===== config.mk =====
export PLATFORM = sky130hd
export DESIGN_NAME = print_stream_packer
export DESIGN_NICKNAME = d
export VERILOG_FILES = /design/src/rtl/print_stream_packer.sv
export SDC_FILE = /design/constraint.sdc
export NUM_CORES = 1
export LEC_CHECK = 0
export BUFFER_PORTS_ARGS = -buffer_cell sky130_fd_sc_hd__buf_2
export CORE_UTILIZATION = 45
export CTS_CLUSTER_DIAMETER = 80
export DETAILED_ROUTE_END_ITERATION = 10
export HOLD_SLACK_MARGIN = 0.15
export PLACE_DENSITY = 0.63
export SYNTH_ARGS = -nofsm -noshare
export SYNTH_HDL_FRONTEND = slang
export SYNTH_SLANG_ARGS = --single-unit
export TNS_END_PERCENT = 5

===== constraint.sdc =====
create_clock -name clk -period 7.8 [get_ports clk]
set_input_delay 0.39 -clock clk [delete_from_list [all_inputs] [get_ports clk]]
set_output_delay 0.39 -clock clk [all_outputs]
set_load 0.01 [all_outputs]

===== src/rtl/print_stream_packer.sv =====
// Packs console characters from the soft-core print_out port into 32-bit little-endian words
// and buffers them in a FIFO behind a valid/ready stream. Define PRINT_PACK_TIMEOUT_EN to enable idle flush.
module print_stream_packer #(
   parameter int FIFO_DEPTH    = 16,
   parameter int FLUSH_TIMEOUT = 255,
   parameter int CNT_WIDTH     = 16
) (
   input  logic                 clk,
   input  logic                 resetn,
   input  logic [48:0]          print_in,
   output logic [31:0]          dout,
   output logic                 val_out,
   input  logic                 ready_downward,
   output logic                 overflow,
   output logic [CNT_WIDTH-1:0] drop_cnt
);

   localparam int PTR_W = $clog2(FIFO_DEPTH);
   localparam int CNT_W = PTR_W + 1;
   localparam logic [CNT_W-1:0] DEPTH_CNT = CNT_W'(FIFO_DEPTH);

   logic       chr_valid;
   logic [7:0] chr;
   logic       unused_bits;

   assign chr_valid   = print_in[48];
   assign chr         = print_in[7:0];
   assign unused_bits = ^print_in[47:8];

   // packer state
   logic [1:0]  lane_cnt;
   logic [31:0] lane_word;
   logic [31:0] merged;
   logic        flush_now;
   logic        timeout_now;
   logic        push_flag;
   logic [31:0] push_word;

   // FIFO state
   logic [31:0]      mem [FIFO_DEPTH];
   logic [PTR_W-1:0] rd_ptr;
   logic [PTR_W-1:0] wr_ptr;
   logic [CNT_W-1:0] count;
   logic             pop;
   logic             push_ok;

`ifdef PRINT_PACK_TIMEOUT_EN
   logic [15:0] timer;
`else
   localparam int UNUSED_TIMEOUT = FLUSH_TIMEOUT;
`endif

   // NOTE: every signal gets a default at the top of always_comb so no path can infer a latch.
   always_comb begin
      merged                           = lane_word;
      merged[{lane_cnt, 3'b000} +: 8]  = chr;
      flush_now                        = chr_valid && ((lane_cnt == 2'd3) || (chr == 8'h0A));
      timeout_now                      = 1'b0;
`ifdef PRINT_PACK_TIMEOUT_EN
      timeout_now = !chr_valid && (lane_cnt != 2'd0) && (timer == 16'(FLUSH_TIMEOUT - 1));
`endif
   end

   assign val_out = (count != '0);
   assign dout    = val_out ? mem[rd_ptr] : 32'h0;
   assign pop     = val_out && ready_downward;
   // A pop on the same edge frees a slot, so a full FIFO still accepts the word.
   assign push_ok = push_flag && ((count < DEPTH_CNT) || pop);

   // NOTE: sequential state uses non-blocking assignments so every register samples pre-edge values.
   always_ff @(posedge clk or negedge resetn) begin
      if (!resetn) begin
         lane_cnt  <= 2'd0;
         lane_word <= 32'h0;
         push_flag <= 1'b0;
         push_word <= 32'h0;
      end else begin
         push_flag <= 1'b0;
         if (chr_valid) begin
            if (flush_now) begin
               push_word <= merged;
               push_flag <= 1'b1;
               lane_word <= 32'h0;
               lane_cnt  <= 2'd0;
            end else begin
               lane_word <= merged;
               lane_cnt  <= lane_cnt + 2'd1;
            end
         end else if (timeout_now) begin
            push_word <= lane_word;
            push_flag <= 1'b1;
            lane_word <= 32'h0;
            lane_cnt  <= 2'd0;
         end
      end
   end

`ifdef PRINT_PACK_TIMEOUT_EN
   always_ff @(posedge clk or negedge resetn) begin
      if (!resetn) begin
         timer <= 16'd0;
      end else if (chr_valid || timeout_now) begin
         timer <= 16'd0;
      end else if (lane_cnt != 2'd0) begin
         timer <= timer + 16'd1;
      end
   end
`endif

   always_ff @(posedge clk or negedge resetn) begin
      if (!resetn) begin
         rd_ptr   <= '0;
         wr_ptr   <= '0;
         count    <= '0;
         overflow <= 1'b0;
         drop_cnt <= '0;
      end else begin
         if (push_ok) wr_ptr <= wr_ptr + 1'b1;
         if (pop)     rd_ptr <= rd_ptr + 1'b1;
         case ({push_ok, pop})
            2'b10:   count <= count + 1'b1;
            2'b01:   count <= count - 1'b1;
            default: count <= count;
         endcase
         if (push_flag && !push_ok) begin
            overflow <= 1'b1;
            if (drop_cnt != '1) drop_cnt <= drop_cnt + 1'b1;
         end
      end
   end

   // NOTE: the storage array has no reset; dout is masked by count, so stale contents are never visible.
   always_ff @(posedge clk) begin
      if (push_ok) mem[wr_ptr] <= push_word;
   end

endmodule


### Yosys cells after proc, flatten, opt, wreduce, memory -nomap -nowiden

Memory sizes are Yosys's and may differ from the RTL's.
Index checks and enable logic that the tools add are counted.
Widths: inputs -> output; s select.

| storage, ports and cells | value |
|---|---|
| logic and storage cells | 45 |
| output and inout port bits | 50 |
| RAM bits | 512 |
| memories | 1 |
| input bits | 52 |
| register bits after elaboration | 97 |

Memories:

| memory | words | bits a word | rd ports | clocked after memory_dff | wr ports | line | RTL |
|---|---|---|---|---|---|---|---|
| mem | 16 | 32 | 1 | 0 | 1 | 40 | `logic [31:0] mem [FIFO_DEPTH];` |

| cells by class | value |
|---|---|
| eq/ne operators | 5 |
| shift-type cells | 2 |
| multiplexer cells | 9 |
| reductions and logical operators | 11 |
| add/sub/neg operators | 7 |
| magnitude comparators | 1 |

Operators with widths:

| operator | count |
|---|---|
| $mux 32 | 2 |
| $bwmux 32 | 1 |
| $shift 8x7->32 const A | 1 |
| $shiftx 8x7->32 | 1 |
| $add 16x1->16 const B | 1 |
| $ne 16x16->1 const B | 1 |
| $pmux 5 s2 | 1 |
| $add 4x1->4 const B | 2 |
| $eq 8x4->1 const B | 1 |
| $neg 5->7 | 1 |
| $add 5x1->5 const B | 1 |
| $lt 5x5->1 const B | 1 |
| $reduce_bool 5->1 | 1 |
| $sub 5x1->5 const B | 1 |
| $eq 2x2->1 const B | 2 |
| $logic_and 1x1->1 | 4 |
| $mux 1 | 4 |
| $reduce_and 2->1 | 2 |
| $add 2x1->2 const B | 1 |
| $eq 2x1->1 const B | 1 |
| $logic_or 1x1->1 | 2 |
| $mux 2 | 1 |
| $reduce_bool 2->1 | 1 |
| $logic_not 1->1 | 1 |

### Depth between registers and ports, before layout

| depth | value |
|---|---|
| depth in word-level cells | 7 |
| mapped depth | 11 |
| gate-level depth less buffers | 10 |

### Worst setup path after synthesis

OpenSTA, ideal clock, no wires.

| timing | value |
|---|---|
| kind | flip-flop to flip-flop |
| from | register count[4] |
| to | memory mem[3][0], enable pin |
| setup time | 0.461 ns |
| data required time | 7.339 ns |
| period minus slack after synthesis | 3.785 ns |
| path slack | 4.015 ns |
| stages on the path, launching flop included | 5 |
| buffers on the path | 1 |
| arrival time | 3.325 ns |
| path through | dfrtp_1 -> buf_6 -> a21boi_1 -> nand2_1 -> nor3_1 |

| between the ends | value |
|---|---|
| word-level cells in the longest chain between the ends | 6 |

RTL lines:

| what | line | RTL |
|---|---|---|
| start, declared | 43 | `logic [CNT_W-1:0] count;` |
| start signal, assigned | 121 | `2'b10: count <= count + 1'b1;` |
| start signal, assigned | 122 | `2'b01: count <= count - 1'b1;` |
| start signal, assigned | 123 | `default: count <= count;` |
| parallel branches: the longest is 2 deep, another holds $lt 5x5->1 | - |  |
| $logic_or 1x1->1 (*) | 68 | `assign push_ok = push_flag && ((count < DEPTH_CNT) \|\| pop);` |
| $logic_and 1x1->1 (*) | 68 |  |
| $mux 1 (*) | 134 | `if (push_ok) mem[wr_ptr] <= push_word;` |
| $mux 1 (implied by the code) (*) | 134 |  |
| end, declared | 40 |  |

Every way passes the cells marked *.

### Worst setup path after layout

| timing | value |
|---|---|
| from | register rd_ptr[3] |
| to | output dout[0] |

| between the ends | value |
|---|---|
| word-level cells in the longest chain between the ends | 2 |

RTL lines:

| what | line | RTL |
|---|---|---|
| start, declared | 41 | `logic [PTR_W-1:0] rd_ptr;` |
| start signal, assigned | 119 | `if (pop) rd_ptr <= rd_ptr + 1'b1;` |
| $mem_v2 16x32 | - |  |
| $mux 32 | 65 | `assign dout = val_out ? mem[rd_ptr] : 32'h0;` |
| end, declared | 11 | `output logic [31:0] dout,` |

No other way between the ends.

==> summary.md <==
| Metric | Value |
|---|---|
| Startpoint types | register |
| Syn_area_per_cell | 19.8 sq um |
| CP max stage delay | 1.24 ns |
| Required time worst endpoint | 7.41 ns |
| Syn Nets | 1305 |
| Routed wire length | 52100 um |
| R2R depth | 9 |
| Die W | 235 um |
| TritonRoute pass-1 iters | 5 |
| Seq/Total Area, Yosys | 72.7% |
| Clock root buffer | clkbuf_16 |
| Longest Clk Path Bufs | 3 |
| Initial antenna violation count | 4 |
| Clock Sinks | 609 |
| CP max-delay cell | nor3b_4 |
| Status | finished, final reports clean |
| First DRT Iteration DRCs | 1079 |
| Non-filler cells in the finished layout | 2076 |
| WL per Instance | 25.1 um |
| Min-delay worst type | input port to asynchronous set/reset pin |
| Vias per inst | 5.80 |
| Post-synth EDFFs | 512 |
| Hold_buf cts | 9 |
| Critical path class | register to output port |
| Synth Warn # | 0 |
| Synth area leaders | edfxtp_1, dfrtp_1, mux4_2 |
| Clock slew at reported path FFs | 0.06 ns |
| FFs w/ async S/R, synth | 15.9% |
| Area Growth Syn to Fin | 12.5% |
| Slew @ Worst Pin | 1.38 ns |
| # IOs | 102 |
| Leak pwr | 9.44 nW |
| PD cells | 365 nW/um^2 |
| Final nets | 1392 |
| Syn Inst Count | 1238 |
| Most common cell in the netlist | edfxtp_1 |
| DIE HEIGHT | 235 um |
| Reg-to-reg critical path endpoint | count[4]$_DFFE_PN0P_ |
| Synth Flop Type | edfxtp_1 |
| First-pass GRT wire length | 78500 um |
| CP Capture Type | output port |
| CTS tree | yes |
| # setup viols final | 0 |
| Hpwl dp | 27200 um |
| R2R Path Start | count[1]$_DFFE_PN0P_ |
| Core area | 53800 sq um |
| Worst Path Arrival | 3.68 ns |
| Count of different cell masters after synthesis | 63 |
| Final min period | 4.07 ns |
| Largest net degree at the start of global routing | 132 |
| Cell area after synthesis | 24500 sq um |
| Top cell type's share of synthesized area | 62.8% |
| Row cnt | 85 |
| Antenna Nets Post-Route | 0 |
| Slew Limit Fails | 0 |
| Worst Path Max Fanout | 67 |
| DR vias | 12034 |
| Final setup TNS | 0 ns |
| Initial Utilization | 45.5% |
| Flop2flop setup slack | 5.01 ns |
| Total of max-cap violations | 0 |
| Layout cells sized above 1 | 26.1% |
| Relative slew slack | 8.02% |
| All-Layer GR Usage | 19.1% |
| Drt drc | 0 |
| GPL Wtd Cong | 0.766 |
| Fill cell count | 4246 |
| Vias in the first global route | 12209 |
| Fin crit share | 52.2% |
| RSZ-0062 raised after global routing | no |
| Most frequent cells after synthesis | edfxtp_1, a21oi_1, dfrtp_1 |
| Crit-path cells | nor3b_4 -> buf_4 -> a221o_1 -> buf_2 |
| Die footprint | 55300 sq um |
| Synth area leader | edfxtp_1 |
| Buffers on Ports | 61 |
| H-tree depth | 2 |
| Finished Core Util | 51.2% |
| Achievable frequency | 0.245 GHz |
| Cts bufs inserted | 60 |
| Worst Clk Skew | 0.0190 ns |
| Final hold vios | 0 |
| GRT Residual Overflow | 0 |
| CTS resizes | 0 |
| Synth Register Bits | 609 |
| Skew-Pair Late Insertion Delay | 0.62 ns |
| Placed cell count | 1950 |
| Post-CTS Setup Inserts | 0 |
| Worst VDD drop | 297 uV |
placed cells by master, fill, tap and decap left out, drive strengths merged, types with 23 or more instances in the layout:
master / netlist / routed
mux4: 128 / 128
a221o: 32 / 32
mux2: 36 / 36
and2b: 33 / 33
clkinv: 0 / 23
a22o: 24 / 24
clkbuf: 40 / 79
dfrtp: 97 / 97
nor2b: 43 / 43
edfxtp: 512 / 512
buf: 33 / 93
a21oi: 99 / 99
sequential cells by signal, indices dropped and copies added, names as in the netlist:
| name | cells |
|---|---|
| lane_cnt | 2 |
| count | 5 |
| overflow | 1 |
| push_word | 32 |
| lane_word | 32 |
| drop_cnt | 16 |
| wr_ptr | 4 |
| mem | 512 |
| rd_ptr | 4 |
| push_flag | 1 |
worst max-delay path, delay by kind of cell (launching register included):
family | cells | cell delay, ns
compound gates | 1 | 0.30
buf+inv | 2 | 0.65
flops | 1 | 0.86
simple gates | 1 | 1.24
area by class of cell:
class | instances | area, sq um | share of cell area (%)
sequential | 609 | 17800 | 64.7
inverter | 9 | 33.8 | 0.123
clock inverter | 35 | 325 | 1.18
clock buffer | 79 | 1610 | 5.86
antenna | 3 | 7.51 | 0.0273
multi-input combinational | 543 | 6220 | 22.6
timing repair buffer | 102 | 651 | 2.36
tap | 696 | 871 | 3.16
worst max path at each step:
stage / startpoint / end / slack (ns) / cells past startpoint
floorplan: count[4]$_DFFE_PN0P_ / mem[3][0]$_DFFE_PP_ / 4.01 / 4
detailed placement: rd_ptr[3]$_DFFE_PN0P_ / dout[0] / 4.40 / 4
finish: rd_ptr[3]$_DFFE_PN0P_ / dout[0] / 3.73 / 4
CTS: rd_ptr[3]$_DFFE_PN0P_ / dout[0] / 3.74 / 4
global route: rd_ptr[3]$_DFFE_PN0P_ / dout[0] / 3.57 / 4
global placement: rd_ptr[3]$_DFFE_PN0P_ / dout[0] / 4.44 / 4
routing by layer:
| layer | up-vias | GRT usage, % | part of all wire, % |
|---|---|---|---|
| met5 | - | 0 | 0.025 |
| met4 | 2 | 4.52 | 1.8 |
| met3 | 64 | 3.79 | 6.0 |
| met2 | 355 | 30.3 | 48 |
| met1 | 6389 | 27.5 | 44 |
| li1 | 5224 | - | - |
kinds of logic after synthesis:
logic type,after synthesis,synth area share [%]
DFF,609,72.7
AOI/OAI and AO/OA,185,5.01
muxes,164,14.0
and+or+nand+nor,157,4.30
buffers and inverters,86,2.37
xor gates and xnor gates,22,0.787
adders and majority gates,15,0.767
stage by stage:
| stage | setup WS, ns | total power, mW | hold slack [ns] | area, sq um |
|---|---|---|---|---|
| 3_5_place_dp | 4.40 | 7.30 | 0.305 | 25500 |
| 4_1_cts | 3.74 | 10.2 | 0.198 | 27500 |
| 6_report | 3.73 | 10.0 | 0.216 | 27500 |
| 3_3_place_gp | 4.44 | 7.22 | 0.307 | 25500 |
| 2_1_floorplan | 4.01 | 6.51 | 0.0944 | 24500 |
| 5_1_grt | 3.57 | 10.5 | 0.223 | 27500 |
power by group:
group | switching, mW | internal [mW]
Combinational | 1.21 | 1.26
Sequential | 0.559 | 4.16
Clock | 1.20 | 1.65
No activity file was read; power rests on OpenSTA's default activity.
